<file path="src/rtl/ecc_telemetry_collector.sv">
// ECC telemetry collector: windowed SBE/DBE statistics, stuck-syndrome detection,
// one summary record per window over valid/ready, plus firmware alerts.
module ecc_telemetry_collector #(
  parameter int ECC_WIDTH        = 8,
  parameter int CNT_WIDTH        = 16,
  parameter int WINDOW_CYCLES    = 1024,
  parameter int SBE_ALERT_THRESH = 16,
  parameter int REPEAT_THRESH    = 4
) (
  input  logic                 clk,
  input  logic                 rst,
  input  logic [ECC_WIDTH-1:0] ml_syndrome,
  input  logic                 ml_err_sbe,
  input  logic                 ml_err_dbe,
  input  logic                 clear,
  output logic                 rec_valid,
  input  logic                 rec_ready,
  output logic [CNT_WIDTH-1:0] rec_sbe_cnt,
  output logic [CNT_WIDTH-1:0] rec_dbe_cnt,
  output logic [ECC_WIDTH-1:0] rec_syndrome,
  output logic                 rec_stuck,
  output logic                 rec_overflow,
  output logic                 sbe_alert,
  output logic                 dbe_alert,
  output logic [7:0]           drop_cnt
);
  localparam int TW = (WINDOW_CYCLES > 2) ? $clog2(WINDOW_CYCLES) : 1;
  localparam int RW = $clog2(REPEAT_THRESH + 1);
  localparam logic [TW-1:0]        TC     = TW'(WINDOW_CYCLES - 1);
  localparam logic [RW-1:0]        REP_TH = RW'(REPEAT_THRESH);
  localparam logic [CNT_WIDTH-1:0] SBE_TH = CNT_WIDTH'(SBE_ALERT_THRESH);

  typedef enum logic {EMPTY, FULL} st_e;

  st_e                  st_q;
  logic [TW-1:0]        timer_q;
  logic [CNT_WIDTH-1:0] sbe_cnt_q, dbe_cnt_q, sbe_cnt_d, dbe_cnt_d;
  logic                 ovf_q, ovf_d, stuck_q, stuck_d;
  logic [ECC_WIDTH-1:0] last_syn_q, last_syn_d;
  logic [RW-1:0]        rep_q, rep_d;
  logic                 sbe_alert_q, dbe_alert_q;
  logic [CNT_WIDTH-1:0] rec_sbe_q, rec_dbe_q;
  logic [ECC_WIDTH-1:0] rec_syn_q;
  logic                 rec_stuck_q, rec_ovf_q;
  logic [7:0]           drop_q;

  logic sbe, dbe, tc, close, sbe_sat, dbe_sat, syn_hit, alert_fire;

  always_comb begin
    // Events coincident with clear are discarded from all statistics.
    sbe     = ml_err_sbe & ~ml_err_dbe & ~clear;
    dbe     = ml_err_dbe & ~clear;
    tc      = (timer_q == TC);
    close   = tc & ~clear;
    sbe_sat = &sbe_cnt_q;
    dbe_sat = &dbe_cnt_q;

    sbe_cnt_d = sbe_cnt_q + CNT_WIDTH'(sbe & ~sbe_sat);
    dbe_cnt_d = dbe_cnt_q + CNT_WIDTH'(dbe & ~dbe_sat);
    ovf_d     = ovf_q | (sbe & sbe_sat) | (dbe & dbe_sat);

    syn_hit    = (ml_syndrome == last_syn_q) && (rep_q != '0);
    rep_d      = rep_q;
    last_syn_d = last_syn_q;
    if (sbe) begin
      if (syn_hit) begin
        rep_d = (rep_q == REP_TH) ? rep_q : rep_q + RW'(1);
      end else begin
        last_syn_d = ml_syndrome;
        rep_d      = RW'(1);
      end
    end
    stuck_d = stuck_q | (sbe && (rep_d == REP_TH));

    alert_fire = sbe & ~sbe_sat & (sbe_cnt_d == SBE_TH);
  end

  always_ff @(posedge clk) begin
    if (rst) begin
      st_q        <= EMPTY;
      timer_q     <= '0;
      sbe_cnt_q   <= '0;
      dbe_cnt_q   <= '0;
      ovf_q       <= 1'b0;
      stuck_q     <= 1'b0;
      last_syn_q  <= '0;
      rep_q       <= '0;
      sbe_alert_q <= 1'b0;
      dbe_alert_q <= 1'b0;
      rec_sbe_q   <= '0;
      rec_dbe_q   <= '0;
      rec_syn_q   <= '0;
      rec_stuck_q <= 1'b0;
      rec_ovf_q   <= 1'b0;
      drop_q      <= '0;
    end else begin
      if (clear) begin
        timer_q     <= '0;
        sbe_cnt_q   <= '0;
        dbe_cnt_q   <= '0;
        ovf_q       <= 1'b0;
        stuck_q     <= 1'b0;
        last_syn_q  <= '0;
        rep_q       <= '0;
        sbe_alert_q <= 1'b0;
        dbe_alert_q <= ml_err_dbe;
        drop_q      <= '0;
      end else begin
        timer_q     <= tc ? '0 : timer_q + TW'(1);
        sbe_cnt_q   <= close ? '0 : sbe_cnt_d;
        dbe_cnt_q   <= close ? '0 : dbe_cnt_d;
        ovf_q       <= close ? 1'b0 : ovf_d;
        stuck_q     <= close ? 1'b0 : stuck_d;
        last_syn_q  <= last_syn_d;
        rep_q       <= rep_d;
        sbe_alert_q <= alert_fire;
        dbe_alert_q <= dbe_alert_q | dbe;
        if (close && st_q == FULL && !rec_ready && drop_q != 8'hFF)
          drop_q <= drop_q + 8'd1;
      end

      // close is already masked by clear, so a pending record survives clear.
      if (close && (st_q == EMPTY || rec_ready)) begin
        st_q        <= FULL;
        rec_sbe_q   <= sbe_cnt_d;
        rec_dbe_q   <= dbe_cnt_d;
        rec_syn_q   <= last_syn_d;
        rec_stuck_q <= stuck_d;
        rec_ovf_q   <= ovf_d;
      end else if (!close && st_q == FULL && rec_ready) begin
        st_q <= EMPTY;
      end
    end
  end

  assign rec_valid    = (st_q == FULL);
  assign rec_sbe_cnt  = rec_sbe_q;
  assign rec_dbe_cnt  = rec_dbe_q;
  assign rec_syndrome = rec_syn_q;
  assign rec_stuck    = rec_stuck_q;
  assign rec_overflow = rec_ovf_q;
  assign sbe_alert    = sbe_alert_q;
  assign dbe_alert    = dbe_alert_q;
  assign drop_cnt     = drop_q;
endmodule

</file>
<file path="config.mk">
export PLATFORM = sky130hd
export DESIGN_NAME = ecc_telemetry_collector
export DESIGN_NICKNAME = d
export VERILOG_FILES = /design/src/rtl/ecc_telemetry_collector.sv
export SDC_FILE = /design/constraint.sdc
export NUM_CORES = 1
export LEC_CHECK = 0
export CORE_ASPECT_RATIO = 2
export CORE_UTILIZATION = 41
export CTS_CLUSTER_SIZE = 24
export DETAILED_ROUTE_END_ITERATION = 6
export DONT_BUFFER_PORTS = 1
export PLACE_DENSITY = 0.62
export RECOVER_POWER = 25
export SLEW_MARGIN = 30
export SYNTH_ARGS = -nofsm -noshare
export SYNTH_HDL_FRONTEND = slang
export SYNTH_SLANG_ARGS = --single-unit
</file>
<file path="constraint.sdc">
create_clock -name clk -period 3 [get_ports clk]
set_input_delay 0.3 -clock clk [delete_from_list [all_inputs] [get_ports clk]]
set_output_delay 0.3 -clock clk [all_outputs]
set_load 0.02 [all_outputs]
</file>
==> impl_metrics.json, run 1 <==
{
  "cp_data_required_time_ns": 3.23,
  "final_util_pct": 46.52,
  "htree_levels": 3,
  "period_needed_ns": 2.805,
  "p_int_w": 0.002113,
  "cts_tree": "done",
  "drtIter0Drc": 148,
  "ff2ff_path_depth": 10,
  "rsz0062_at_grt": "no",
  "drive_gt1_share_pct": 10.26,
  "p_sw_share_pct": 21.45,
  "synth_fp_nets": 525,
  "synth_area_leaders": "dfxtp_1, nor2_1, xor2_1, a211oi_2, a211oi_1",
  "first_global_vias": 3444,
  "core_mm2": 0.01095,
  "antenna_found_initial": 0,
  "yosys.cell_types.count": 47,
  "synth.avg_cell_area_um2": 9.210,
  "root_buffer": "clkbuf_16",
  "vdd_drop_max_mv": 0.3250,
  "post-cts-setup-buffer-count": 0,
  "synth_area_leader_cell": "dfxtp_1",
  "clkTransAtPathRegs_ns": 0.07,
  "period_share_pct": 93.49,
  "setup.worst_path.class": "register to register",
  "reg2reg_to": "sbe_alert",
  "clk_latency_ns": 0.35,
  "seqPwrFrac_pct": 53.6,
  "cp-endpoint": "sbe_alert",
  "fin_nets": 525,
  "dieArea_mm2": 0.01173,
  "yosysSeqAreaShare_pct": 46.77,
  "cp.depth": 10,
  "finalSetupTns_ns": 0,
  "power.switching_w": 0.0005772,
  "overflow": 0,
  "hold_viol": 0,
  "pwr-share-clk_pct": 44.1,
  "worstPathMaxFanout": 6,
  "crit_start": "sbe_cnt_q[2]",
  "layout_commonest_cell": "nor2_1",
  "ff_latch_area_mm2": 0.002162,
  "p_comb_share_pct": 2.2,
  "drt-total-wl_um": 10560,
  "setup_viol": 0,
  "synth_xor_xnor_area_share_pct": 9.283,
  "die_y_um": 152.2,
  "grt.total_usage_pct": 18.59,
  "reg2reg_slack_ns": 0.20,
  "slew_violations": 0,
  "p_leak_nw": 1.664,
  "hold_path_class": "input port to register",
  "vias": 3507,
  "synth_compound_area_share_pct": 12.86,
  "multi_input_area_mm2": 0.002293,
  "relSlewSlack_pct": 38.91,
  "r2r_start": "sbe_cnt_q[2]",
  "syn_area_mm2": 0.004623,
  "ys_seq_elements": 108,
  "rows": 54,
  "max_freq_mhz": 356.5,
  "async_reset_ff_share_pct": 0,
  "path_cells": "nand4_1 > nor2_1 > a41oi_1 > ha_1 > ha_1 > nand2_1 > or3_1 > a211oi_1 > nand4_1 > a2111oi_2",
  "clockBufferDepth": 2,
  "synth_cells": 502,
  "synth_adder_area_share_pct": 2.436,
  "dpl.hpwl_um": 7471,
  "antenna_left": 0,
  "initial_utilization_pct": 42.24,
  "synthDominantCellAreaShare_pct": 46.77,
  "yosys_warnings": 0,
  "first_pass_iters": 4,
  "pwr_density_cell_mw_per_mm2": 528.3,
  "antenna_cells": 0,
  "max_stage_delay_ns": 0.37,
  "numCtsBuffers": 9,
  "port_buffers": 0,
  "dp.cells": 630,
  "path_buf_inv": 0,
  "maxCapViolations": 0,
  "synth-simple-area-share_pct": 21.73,
  "outcome": "completed",
  "drt-wirelength-per-cell_um": 16.32,
  "worst_clock_skew_ns": 0.008223,
  "cp-end-kind": "register",
  "cp-start-kind": "register",
  "cp_slowest_cell": "dfxtp_1",
  "ios": 67,
  "synth_edf_count": 0,
  "grt_max_degree": 80,
  "cp_data_arrival_time_ns": 3.04,
  "grt_pass1_wl_um": 17110,
  "worst_slew_pin_slew_ns": 0.9114,
  "fillers": 1108,
  "cts.sinks": 108,
  "ys.flop_type": "dfxtp_1",
  "mostFrequentLayoutCells": "nor2_1, dfxtp_1, xor2_1",
  "fp.dieW_um": 77.09,
  "finalNonFillerCells": 647,
  "gp_congestion": 0.8526,
  "synth_top_family_by_area": "simple AND/OR/NAND/NOR gates",
  "via_per_inst": 5.420,
  "drc": 0,
  "cpLargestDelayFamily": "simple AND/OR/NAND/NOR gates",
  "syn_to_final_growth_pct": 10.15,
  "muxShareOfSynthArea_pct": 3.058
}
-- synthesized netlist by cell type (all sizes together) (2+ instances only) --
cell type / instances
nor4: 4
inv: 13
nor2b: 2
nor2: 114
or3: 3
clkbuf: 14
o31ai: 2
o21a: 2
and2: 2
nand2: 23
a31oi: 5
a21oi: 7
xor2: 30
nand3: 24
nand4: 13
buf: 8
o32ai: 2
a41oi: 3
dfxtp: 108
ha: 9
o21ai: 5
xnor2: 19
mux2i: 13
a211oi: 38
and4: 2
and3: 9
nor3: 15
-- cells by family after synthesis --
logic type                 Yosys count
and+or+nand+nor                    216
xor gates and xnor gates            49
AOI/OAI and AO/OA                   71
adders and majority gates            9
DFF                                108
muxes                               14
buffers and inverters               35
-- power groups by stage --
stage,Combinational (W),Clock [W],Sequential [W]
after floorplan,0.0000493,0,0.00147
after global placement,0.0000501,0,0.00148
after detailed placement,0.0000512,0,0.00148
after CTS,0.0000515,0.00123,0.00144
after global routing,0.0000665,0.00130,0.00144
final,0.0000602,0.00119,0.00144
-- flip-flops by register name, summed over array words and instances, names as in the netlist, 3 cells and up --
name          count
rec_sbe_cnt      16
rec_syndrome      8
dbe_cnt_q        16
drop_cnt          8
rec_dbe_cnt      16
rep_q             3
sbe_cnt_q        16
timer_q          10
last_syn_q        8
-- layout make-up --
| class | count | share of cell area (%) |
|---|---|---|
| clock buffer | 10 | 4.496 |
| clock inverter | 6 | 1.499 |
| inverter | 13 | 0.9582 |
| multi-input combinational | 359 | 45.04 |
| sequential | 108 | 42.46 |
| tap | 140 | 3.440 |
| timing repair buffer | 11 | 2.113 |
-- how the worst min path moves through the flow --
stage,from,endpoint,slack (ns),cells past startpoint
2_1_floorplan,ml_err_dbe,dbe_alert,0.42,2
3_3_place_gp,rst,rec_sbe_cnt[4],0.37,1
3_5_place_dp,rst,rec_sbe_cnt[12],0.37,1
4_1_cts,rst,rec_sbe_cnt[12],0.002,1
5_1_grt,rst,rec_dbe_cnt[13],0.002,1
6_report,rst,rec_dbe_cnt[13],0.02,1
-- stage by stage --
step                setup slack (ns)  area, um^2  power, W  hold slack (ns)
floorplan                     0.2962        4623  0.001524           0.4174
global placement              0.2245        4760  0.001526           0.3739
detailed placement            0.1184        4760  0.001527           0.3741
CTS                           0.1773        5065  0.002727         0.001646
global route                 0.04436        5092  0.002808         0.002140
finish                        0.1953        5092  0.002690          0.01599
-- routing by layer --
| layer | track usage (%) | wire, um |
|---|---|---|
| met1 | 19.15 | 4053 |
| met5 | 0 | 0 |
| met4 | 7.727 | 265 |
| met3 | 5.269 | 546 |
| met2 | 34.40 | 5694 |
-- repair_timing --
item | in CTS | in global routing
gates resized for setup | 0 | 1
endpoints found under the hold margin | 0 | 19
hold buffers | 0 | 1
endpoints found under the setup margin | 0 | 1
Note: power is estimated with default switching activity, not from simulation.
==> run 2, diff against run 1 <==
--- a/config.mk
+++ b/config.mk
@@ -10,7 +10,7 @@
 export CTS_CLUSTER_SIZE = 24
 export DETAILED_ROUTE_END_ITERATION = 6
 export DONT_BUFFER_PORTS = 1
-export PLACE_DENSITY = 0.62
+export PLACE_DENSITY = 0.64
 export RECOVER_POWER = 25
 export SLEW_MARGIN = 30
 export SYNTH_ARGS = -nofsm -noshare
==> constraint.sdc (replaced) <==
create_clock -name clk -period 2.4 [get_ports clk]
set_input_delay 0.24 -clock clk [delete_from_list [all_inputs] [get_ports clk]]
set_output_delay 0.24 -clock clk [all_outputs]
set_load 0.02 [all_outputs]
==> impl_metrics.json, run 2 (synthesis gave the netlist of run 1 again) <==
{
  "antenna_left": 0,
  "slew_violations": 0,
  "fp.dieW_um": 77.09,
  "hold_path_class": "input port to register",
  "syn_to_final_growth_pct": 16.37,
  "p_leak_nw": 1.815,
  "vias": 3659,
  "pwr_density_cell_mw_per_mm2": 622.9,
  "cp_data_required_time_ns": 2.62,
  "power.total_w": 0.003351,
  "cts.sinks": 108,
  "path_buf_inv": 1,
  "max_freq_mhz": 444.0,
  "worstPathMaxFanout": 4,
  "outcome": "completed",
  "clkTransAtPathRegs_ns": 0.07,
  "drive_gt1_share_pct": 18.50,
  "dieArea_mm2": 0.01173,
  "root_buffer": "clkbuf_16",
  "fin_nets": 553,
  "clk_latency_ns": 0.35,
  "worst_slew_pin_slew_ns": 0.6071,
  "drt-wirelength-per-cell_um": 15.32,
  "period_needed_ns": 2.252,
  "setup.worst_path.class": "register to register",
  "numCtsBuffers": 9,
  "via_per_inst": 5.421,
  "hold_viol": 0,
  "initial_utilization_pct": 42.24,
  "rsz0062_at_grt": "yes",
  "antenna_found_initial": 0,
  "layout_commonest_cell": "nor2_1",
  "vdd_drop_max_mv": 0.3802,
  "antenna_cells": 0,
  "worst_clock_skew_ns": 0.006548,
  "clockBufferDepth": 2,
  "max_stage_delay_ns": 0.35,
  "die_y_um": 152.2,
  "wl_met3_um": 586,
  "first_pass_iters": 4,
  "cpLargestDelayFamily": "compound AO/OA/AOI/OAI gates",
  "top_layer": "met4",
  "grt.total_usage_pct": 18.48,
  "overflow": 0,
  "cp-end-kind": "register",
  "met1_length_um": 3913,
  "relSlewSlack_pct": 59.53,
  "setup_viol": 0,
  "first_global_vias": 3669,
  "maxCapViolations": 0,
  "cts_tree": "done",
  "grt_pass1_wl_um": 17260,
  "drc": 0,
  "path_cells": "and3_4 > a41oi_4 > ha_2 > ha_4 > nand2_4 > buf_4 > o31ai_1 > a21bo_2 > nor2_1 > a2111oi_2",
  "port_buffers": 0,
  "cp-start-kind": "register",
  "met2_wirelength_um": 5604,
  "gp_congestion": 0.8947,
  "drt-total-wl_um": 10340,
  "drtIter0Drc": 134,
  "cp_data_arrival_time_ns": 2.48,
  "ios": 67,
  "mostFrequentLayoutCells": "nor2_1, dfxtp_1, buf_4",
  "cp_slowest_cell": "dfxtp_2",
  "htree_levels": 3,
  "grt_max_degree": 80,
  "rows": 54,
  "dpl.hpwl_um": 7450,
  "finalSetupTns_ns": 0,
  "period_share_pct": 93.85,
  "core_mm2": 0.01095
}
-- run 2: stage by stage --
stage	setup WS [ns]	hold slack, ns	instances	instance area, um^2	util (%)
detailed placement	0.003011	0.3105	656	5002	45.70
floorplan	-0.02177	0.3574	502	4693	-
global placement	0.06605	0.3104	656	5002	45.70
global route	-0.03073	0.04424	675	5380	49.15
CTS	0.01374	0.01642	673	5314	48.55
finish	0.1475	0.02395	675	5380	49.15
-- run 2: worst reg2reg max path, cell delays in order (launching register included) --
cell and delay, ns:
dfxtp_2 0.35, and3_4 0.19, a41oi_4 0.22, ha_2 0.22, ha_4 0.17, nand2_4 0.07
buf_4 0.15, o31ai_1 0.31, a21bo_2 0.27, nor2_1 0.12, a2111oi_2 0.06
-- run 2: what timing repair did --
| item | CTS | global route |
|---|---|---|
| setup endpoints to repair | 0 | 7 |
| hold buffers | 1 | 0 |
| gates resized for setup | 0 | 18 |
| endpoints found under the hold margin | 44 | 0 |
| buffers inserted | 0 | 2 |
-- run 2: layout make-up --
class | instances | area [um^2]
Clock buffer | 10 | 229.0
Inverter | 13 | 48.80
Sequential cell | 108 | 2170
Tap cell | 140 | 175.2
Multi-Input combinational cell | 359 | 2385
Fill cell | 1079 | 5565
Clock inverter | 6 | 62.56
Timing Repair Buffer | 39 | 310.3
-- run 2: final timing paths --
| path | from | to | slack (ns) | cells past startpoint |
|---|---|---|---|---|
| max | sbe_cnt_q[15] | sbe_alert | 0.15 | 10 |
| min | ml_err_dbe | dbe_alert | 0.02 | 2 |
| max reg2reg | sbe_cnt_q[15] | sbe_alert | 0.15 | 10 |
| min reg2reg | stuck_q | stuck_q | 0.47 | 2 |
-- run 2: power breakdown --
part | switching [W] | internal, W
clock | 0.000653 | 0.000810
sequential | 0.00000648 | 0.00180
combinational | 0.0000573 | 0.0000281
-- run 2: per-layer routing --
metal,GRT usage [%],vias to the layer above
li1,-,1813
met1,18.79,1740
met2,34.14,89
met3,5.150,17
met4,8.446,0
met5,0,-
